**src/rtl/multicycle_control_unit.sv**
```systemverilog
// Multicycle RV32I control unit: sequences FETCH/DECODE/EXEC/MEM/WB around
// variable-latency memories, traps on illegal opcodes or memory timeouts, counts retirements.
module multicycle_control_unit #(
    parameter int CNT_W       = 32,
    parameter int MEM_TIMEOUT = 255
) (
    input  logic             clk,
    input  logic             rst_n,
    input  logic [6:0]       opcode,
    input  logic [2:0]       funct3,
    input  logic [6:0]       funct7,
    input  logic             imemReady,
    input  logic             dmemReady,
    input  logic             trapAck,
    output logic             pcWrite,
    output logic             irWrite,
    output logic             imemReq,
    output logic             dmemReq,
    output logic             regWrite,
    output logic [3:0]       aluOperation,
    output logic [2:0]       immediateSource,
    output logic             aluASrc,
    output logic             aluBSrc,
    output logic             dataMemoryWrite,
    output logic [2:0]       dataMemoryControl,
    output logic [4:0]       branchOperation,
    output logic [1:0]       regDataWriteSource,
    output logic             trap,
    output logic [1:0]       trapCause,
    output logic [CNT_W-1:0] instret,
    output logic [2:0]       state
);

    typedef enum logic [2:0] {
        S_IDLE   = 3'd0,
        S_FETCH  = 3'd1,
        S_DECODE = 3'd2,
        S_EXEC   = 3'd3,
        S_MEM    = 3'd4,
        S_WB     = 3'd5,
        S_TRAP   = 3'd6
    } state_t;

    typedef enum logic [3:0] {
        C_ILL   = 4'd0,
        C_R     = 4'd1,
        C_IALU  = 4'd2,
        C_LD    = 4'd3,
        C_ST    = 4'd4,
        C_BR    = 4'd5,
        C_JAL   = 4'd6,
        C_JALR  = 4'd7,
        C_LUI   = 4'd8,
        C_AUIPC = 4'd9
    } class_t;

    // The wait counter only has to reach MEM_TIMEOUT-1: on that cycle the
    // memory either answers (success) or the FSM leaves for TRAP.
    localparam int TW = (MEM_TIMEOUT < 2) ? 1 : $clog2(MEM_TIMEOUT + 1);
    localparam logic [TW-1:0] LAST_WAIT = (MEM_TIMEOUT == 0) ? '0 : TW'(MEM_TIMEOUT - 1);

    state_t           r_state;
    state_t           w_next;
    class_t           r_class;
    class_t           w_dec_class;
    logic [2:0]       r_funct3;
    logic             r_funct7b5;
    logic [TW-1:0]    r_wait;
    logic [1:0]       r_cause;
    logic [1:0]       w_new_cause;
    logic [CNT_W-1:0] r_instret;
    logic             w_retire;
    logic             w_expired;
    logic             w_unused_funct7;

    function automatic class_t classify(input logic [6:0] op);
        class_t c;
        case (op)
            7'b0110011: c = C_R;
            7'b0010011: c = C_IALU;
            7'b0000011: c = C_LD;
            7'b0100011: c = C_ST;
            7'b1100011: c = C_BR;
            7'b1101111: c = C_JAL;
            7'b1100111: c = C_JALR;
            7'b0110111: c = C_LUI;
            7'b0010111: c = C_AUIPC;
            default:    c = C_ILL;
        endcase
        return c;
    endfunction

    assign w_dec_class     = classify(opcode);
    assign w_expired       = (MEM_TIMEOUT != 0) && (r_wait == LAST_WAIT);
    assign w_unused_funct7 = ^{funct7[6], funct7[4:0]};
    assign instret         = r_instret;
    assign state           = r_state;

    // Next-state selection and per-phase datapath controls.
    always_comb begin
        w_next             = r_state;
        w_new_cause        = 2'b00;
        w_retire           = 1'b0;
        pcWrite            = 1'b0;
        irWrite            = 1'b0;
        imemReq            = 1'b0;
        dmemReq            = 1'b0;
        regWrite           = 1'b0;
        aluOperation       = 4'b0000;
        immediateSource    = 3'b000;
        aluASrc            = 1'b0;
        aluBSrc            = 1'b0;
        dataMemoryWrite    = 1'b0;
        dataMemoryControl  = 3'b000;
        branchOperation    = 5'b00000;
        regDataWriteSource = 2'b00;
        trap               = 1'b0;
        trapCause          = 2'b00;
        case (r_state)
            S_IDLE: begin
                w_next = S_FETCH;
            end
            S_FETCH: begin
                imemReq = 1'b1;
                if (imemReady) begin
                    irWrite = 1'b1;
                    w_next  = S_DECODE;
                end else if (w_expired) begin
                    w_next      = S_TRAP;
                    w_new_cause = 2'b10;
                end else begin
                    w_next = S_FETCH;
                end
            end
            S_DECODE: begin
                if (w_dec_class == C_ILL) begin
                    w_next      = S_TRAP;
                    w_new_cause = 2'b01;
                end else begin
                    w_next = S_EXEC;
                end
            end
            S_EXEC: begin
                w_next = S_WB;
                case (r_class)
                    C_R: begin
                        aluOperation = {r_funct7b5, r_funct3};
                    end
                    C_IALU: begin
                        aluOperation = {r_funct7b5 & (r_funct3 == 3'b101), r_funct3};
                        aluBSrc      = 1'b1;
                    end
                    C_LD: begin
                        aluBSrc = 1'b1;
                        w_next  = S_MEM;
                    end
                    C_ST: begin
                        aluBSrc         = 1'b1;
                        immediateSource = 3'b001;
                        w_next          = S_MEM;
                    end
                    C_BR: begin
                        immediateSource = 3'b101;
                        branchOperation = {2'b01, r_funct3};
                        pcWrite         = 1'b1;
                        w_retire        = 1'b1;
                        w_next          = S_FETCH;
                    end
                    C_JAL: begin
                        aluASrc         = 1'b1;
                        aluBSrc         = 1'b1;
                        immediateSource = 3'b110;
                    end
                    C_JALR: begin
                        aluBSrc = 1'b1;
                    end
                    C_LUI: begin
                        aluOperation    = 4'b1111;
                        aluBSrc         = 1'b1;
                        immediateSource = 3'b010;
                    end
                    C_AUIPC: begin
                        aluASrc         = 1'b1;
                        aluBSrc         = 1'b1;
                        immediateSource = 3'b010;
                    end
                    default: begin
                        w_next      = S_TRAP;
                        w_new_cause = 2'b01;
                    end
                endcase
            end
            S_MEM: begin
                dmemReq           = 1'b1;
                dataMemoryWrite   = (r_class == C_ST);
                dataMemoryControl = r_funct3;
                if (dmemReady) begin
                    if (r_class == C_ST) begin
                        pcWrite  = 1'b1;
                        w_retire = 1'b1;
                        w_next   = S_FETCH;
                    end else begin
                        w_next = S_WB;
                    end
                end else if (w_expired) begin
                    w_next      = S_TRAP;
                    w_new_cause = 2'b11;
                end else begin
                    w_next = S_MEM;
                end
            end
            S_WB: begin
                regWrite = 1'b1;
                pcWrite  = 1'b1;
                w_retire = 1'b1;
                w_next   = S_FETCH;
                case (r_class)
                    C_LD: begin
                        regDataWriteSource = 2'b01;
                    end
                    C_JAL, C_JALR: begin
                        regDataWriteSource = 2'b10;
                        branchOperation    = {2'b10, r_funct3};
                    end
                    default: begin
                        regDataWriteSource = 2'b00;
                    end
                endcase
            end
            S_TRAP: begin
                trap      = 1'b1;
                trapCause = r_cause;
                if (trapAck) begin
                    w_next = S_FETCH;
                end else begin
                    w_next = S_TRAP;
                end
            end
            default: begin
                w_next = S_IDLE;
            end
        endcase
    end

    // State register.
    always_ff @(posedge clk or negedge rst_n) begin
        if (!rst_n) begin
            r_state <= S_IDLE;
        end else begin
            r_state <= w_next;
        end
    end

    // Decode fields captured while the IR is stable in DECODE.
    always_ff @(posedge clk or negedge rst_n) begin
        if (!rst_n) begin
            r_class    <= C_ILL;
            r_funct3   <= 3'b000;
            r_funct7b5 <= 1'b0;
        end else if (r_state == S_DECODE) begin
            r_class    <= w_dec_class;
            r_funct3   <= funct3;
            r_funct7b5 <= funct7[5];
        end
    end

    // Memory wait counter, restarted whenever the phase changes.
    always_ff @(posedge clk or negedge rst_n) begin
        if (!rst_n) begin
            r_wait <= '0;
        end else if (w_next != r_state) begin
            r_wait <= '0;
        end else if ((r_state == S_FETCH) || (r_state == S_MEM)) begin
            r_wait <= r_wait + TW'(1);
        end
    end

    // Trap cause: set on entry to TRAP, cleared when the trap is acknowledged.
    always_ff @(posedge clk or negedge rst_n) begin
        if (!rst_n) begin
            r_cause <= 2'b00;
        end else if ((r_state != S_TRAP) && (w_next == S_TRAP)) begin
            r_cause <= w_new_cause;
        end else if ((r_state == S_TRAP) && (w_next != S_TRAP)) begin
            r_cause <= 2'b00;
        end
    end

    // Retired-instruction counter, wrapping at 2^CNT_W.
    always_ff @(posedge clk or negedge rst_n) begin
        if (!rst_n) begin
            r_instret <= '0;
        end else if (w_retire) begin
            r_instret <= r_instret + CNT_W'(1);
        end
    end

endmodule

```
**config.mk**
```make
export PLATFORM = sky130hd
export DESIGN_NAME = multicycle_control_unit
export DESIGN_NICKNAME = d
export VERILOG_FILES = /design/src/rtl/multicycle_control_unit.sv
export SDC_FILE = /design/constraint.sdc
export NUM_CORES = 1
export LEC_CHECK = 0
export ABC_AREA = 1
export CAP_MARGIN = 20
export CORE_UTILIZATION = 40
export DETAILED_ROUTE_END_ITERATION = 10
export MAX_ROUTING_LAYER = met4
export PLACE_DENSITY = 0.67
export SYNTH_ARGS = -nofsm -noshare
export SYNTH_HDL_FRONTEND = slang
export SYNTH_SLANG_ARGS = --single-unit
```
**constraint.sdc**
```tcl
create_clock -name clk -period 5.4 [get_ports clk]
set_clock_uncertainty 0.1 [all_clocks]
set_input_delay 0.54 -clock clk [delete_from_list [all_inputs] [get_ports clk]]
set_output_delay 0.54 -clock clk [all_outputs]
set_load 0.01 [all_outputs]
```
==> flow_summary_export.csv <==
group,metric,value,unit
layout,synthToLayoutAreaGrowth,28.7,%
clocking,cts_tree,"done",
run,max_cap_viol_count,0,
synth,synth_cells,499,
clocking,insertion_delay,0.30,ns
global_routing,grt_pass1_vias,3155,
clocking,htree_levels,2,
worst_setup_path,crit_slowest_cell,"clkdlybuf4s50_1",
global_routing,antenna_found_initial,0,
sta,fin_crit_sh,56.4,%
floorplan,die_h,95.5,um
routing,drt-initial-drc-count,225,
pwr,powerDensity,339,nW/um^2
place,gp_congestion,0.947,
clocking,cts.clk_slew.worst_paths,0.09,ns
sta,relSlewSlack,55.5,%
worst_setup_path,worst_setup_path_end_kind,"output port",
clocking,cts_root_buf,"clkbuf_8",
routing,dr_wl_met3,546,um
global_routing,grt_usage,21.3,%
routing,drtPass1Iterations,5,
worst_setup_path,crit_end,"pcWrite",
layout,fillers,829,
synth,yosys.area.top_type,"dfrtp_1",
synth,synth_area_leaders,"dfrtp_1, nand2_1, xor2_1",
routing,ant_nets,0,
synth,synth_flop_cell,"dfrtp_1",
synth,netlist_area,3500,um^2
synth,synth_top_cell_area_share,37.9,%
layout,final_common_cell,"nand2_1",
worst_setup_path,slowest_delay,0.61,ns
routing,viasPerCell,5.01,
worst_setup_path,required,4.76,ns
floorplan,ios,85,
synth,async_reset_ff_share,100,%
routing,finalWirelength,9000,um
routing,top_layer_used,"met4",
routing,wl_per_cell,13.1,um
worst_setup_path,rrSetupSlack,3.13,ns
sta,finalSetupViolations,0,
floorplan,dieArea,9130,um^2
clocking,clk_path_buf_depth,2,
routing,drc_errors,0,
layout,final_cell_mix,"nand2_1, clkdlybuf4s50_1, nor2_1, inv_1, dfrtp_1",
pwr,vdd_ir_drop_max,0.181,mV
floorplan,initial_core_util,42.0,%
clocking,clock_sinks,53,
status,outcome,"finished clean",
worst_setup_path,path_cells,"nand2_1, nor2_4, inv_2, nor2_4, nor2_2, nand2_4, clkdlybuf4s50_1",
clocking,cts_resized,0,
sta,tightest_slew,0.667,ns
routing,met2_wirelength,3920,um
clocking,cts-buffers-inserted,5,
pwr,p_leak,0.00204,uW
place,pre_cts_ws,2.45,ns
sta,fin_crit,3.05,ns
layout,drive_gt1_share,6.54,%
place,port_buffers,78,
layout,num-nets-final,606,
worst_setup_path,worstSetupStartpoint,"state[0]",
worst_setup_path,r2r-end,"r_cause[1]",
synth,synth_nets,525,
synth,syn_avg_cell_area,7.01,um^2
layout,antenna_cells,0,
sta,tns,0,ns
sta,fmax,328,MHz
sta,rsz0062_at_grt,"false",
routing,wl_met1,4460,um
worst_setup_path,cp_max_fo,37,
floorplan,die_w,95.5,um
hold_path,hp-class,"primary input to asynchronous set/reset pin",
global_routing,overflow,0,
floorplan,core,8340,um^2
synth,ys.warnings.count,0,
place,dp_hpwl,6960,um
synth,synth_cell_type_count,31,
synth,ys_seq_area_share,37.9,%
floorplan,rows,33,
worst_setup_path,cp-start-kind,"flip-flop",
synth,ys_ff_latch,53,
clocking,ctsHoldBuffers,0,
worst_setup_path,worstRegToRegCells,11,
sta,setup_ws,2.35,ns
global_routing,grt_max_degree,54,
routing,num_vias,3437,
worst_setup_path,critical_path_class,"flip-flop to output port",
worst_setup_path,worst-endpoint-arrival,2.41,ns
synth,synth_enable_flop_cells,0,
sta,slew_viol_final,0,
clocking,post_cts_buffers,0,
global_routing,grt_pass1_wl,14700,um
sta,hold_viol_final,0,
worst_setup_path,r2r-start,"state[1]",
worst_setup_path,cp_common_cell,"nor2_4",
-- critical path: cells and delay by family (launching register included) --
family	cells	cell delay, ns
simple gates	5	0.85
flops	1	0.50
buf+inv	2	0.72
-- cell type report --
cell class | instances | area, um^2 | share of cell area, %
Multi-Input combinational cell | 371 | 1880 | 41.8
Timing Repair Buffer | 79 | 783 | 17.4
Clock buffer | 7 | 86.3 | 1.92
Clock inverter | 1 | 30.0 | 0.667
Sequential cell | 53 | 1330 | 29.4
Inverter | 70 | 263 | 5.83
Tap cell | 105 | 131 | 2.92
-- flip-flops by register name, indices dropped and copies added (netlist names) --
register and flops:
r_class 4, r_funct3 3, instret 32, r_funct7b5 1
r_cause 2, state 3, r_wait 8
-- logic make-up after synthesis --
kind of cell | synth area share (%)
simple gates | 37.0
fa+ha+maj | 1.43
buf+inv | 8.26
flops | 37.9
compound gates | 6.86
xor+xnor | 8.51
-- cells in the mapped netlist, types with 2 or more instances --
cell      number
nand3b_1       3
nand2_2        3
nor3_1        19
nand4_1        9
nand3_1       35
dfrtp_1       53
nor2_4         4
buf_2          2
ha_1           4
nor2_1        64
inv_1         63
o21ai_0       34
nor4_1         2
xor2_1        30
xnor2_1        4
a21oi_1        8
nor2_2        11
nand2_1      132
inv_2          7
-- per-stage QoR --
step	hold slack [ns]	power (uW)	cell area, um^2	std cells	util, %
2_1_floorplan	0.144	1000	3500	499	-
3_3_place_gp	0.375	1230	4390	678	52.6
3_5_place_dp	0.388	1250	4390	678	52.6
4_1_cts	0.279	1530	4500	686	54.0
5_1_grt	0.296	1650	4500	686	54.0
6_report	0.245	1530	4500	686	54.0
-- power by group --
group          total, uW  switching (uW)  internal, uW  leakage (uW)
sequential           559            88.8           470      0.000708
clock                280             129           151     0.0000585
combinational        687             439           247       0.00127
total               1530             657           868       0.00204
-- worst min-delay path by stage --
stage / slack (ns) / depth (start not counted) / end
after floorplan: 0.14 / 0 / instret[0]
after global placement: 0.38 / 2 / r_funct7b5
after detailed placement: 0.39 / 2 / r_funct7b5
after CTS: 0.28 / 2 / r_cause[1]
after global routing: 0.30 / 2 / r_cause[1]
final: 0.25 / 2 / r_cause[1]
-- routing by layer --
layer	up-vias	track usage [%]
li1	1740	-
met1	1585	29.1
met2	105	32.5
met3	7	4.39
met4	0	4.48
met5	-	-
No activity file was read; power rests on OpenSTA's default activity.
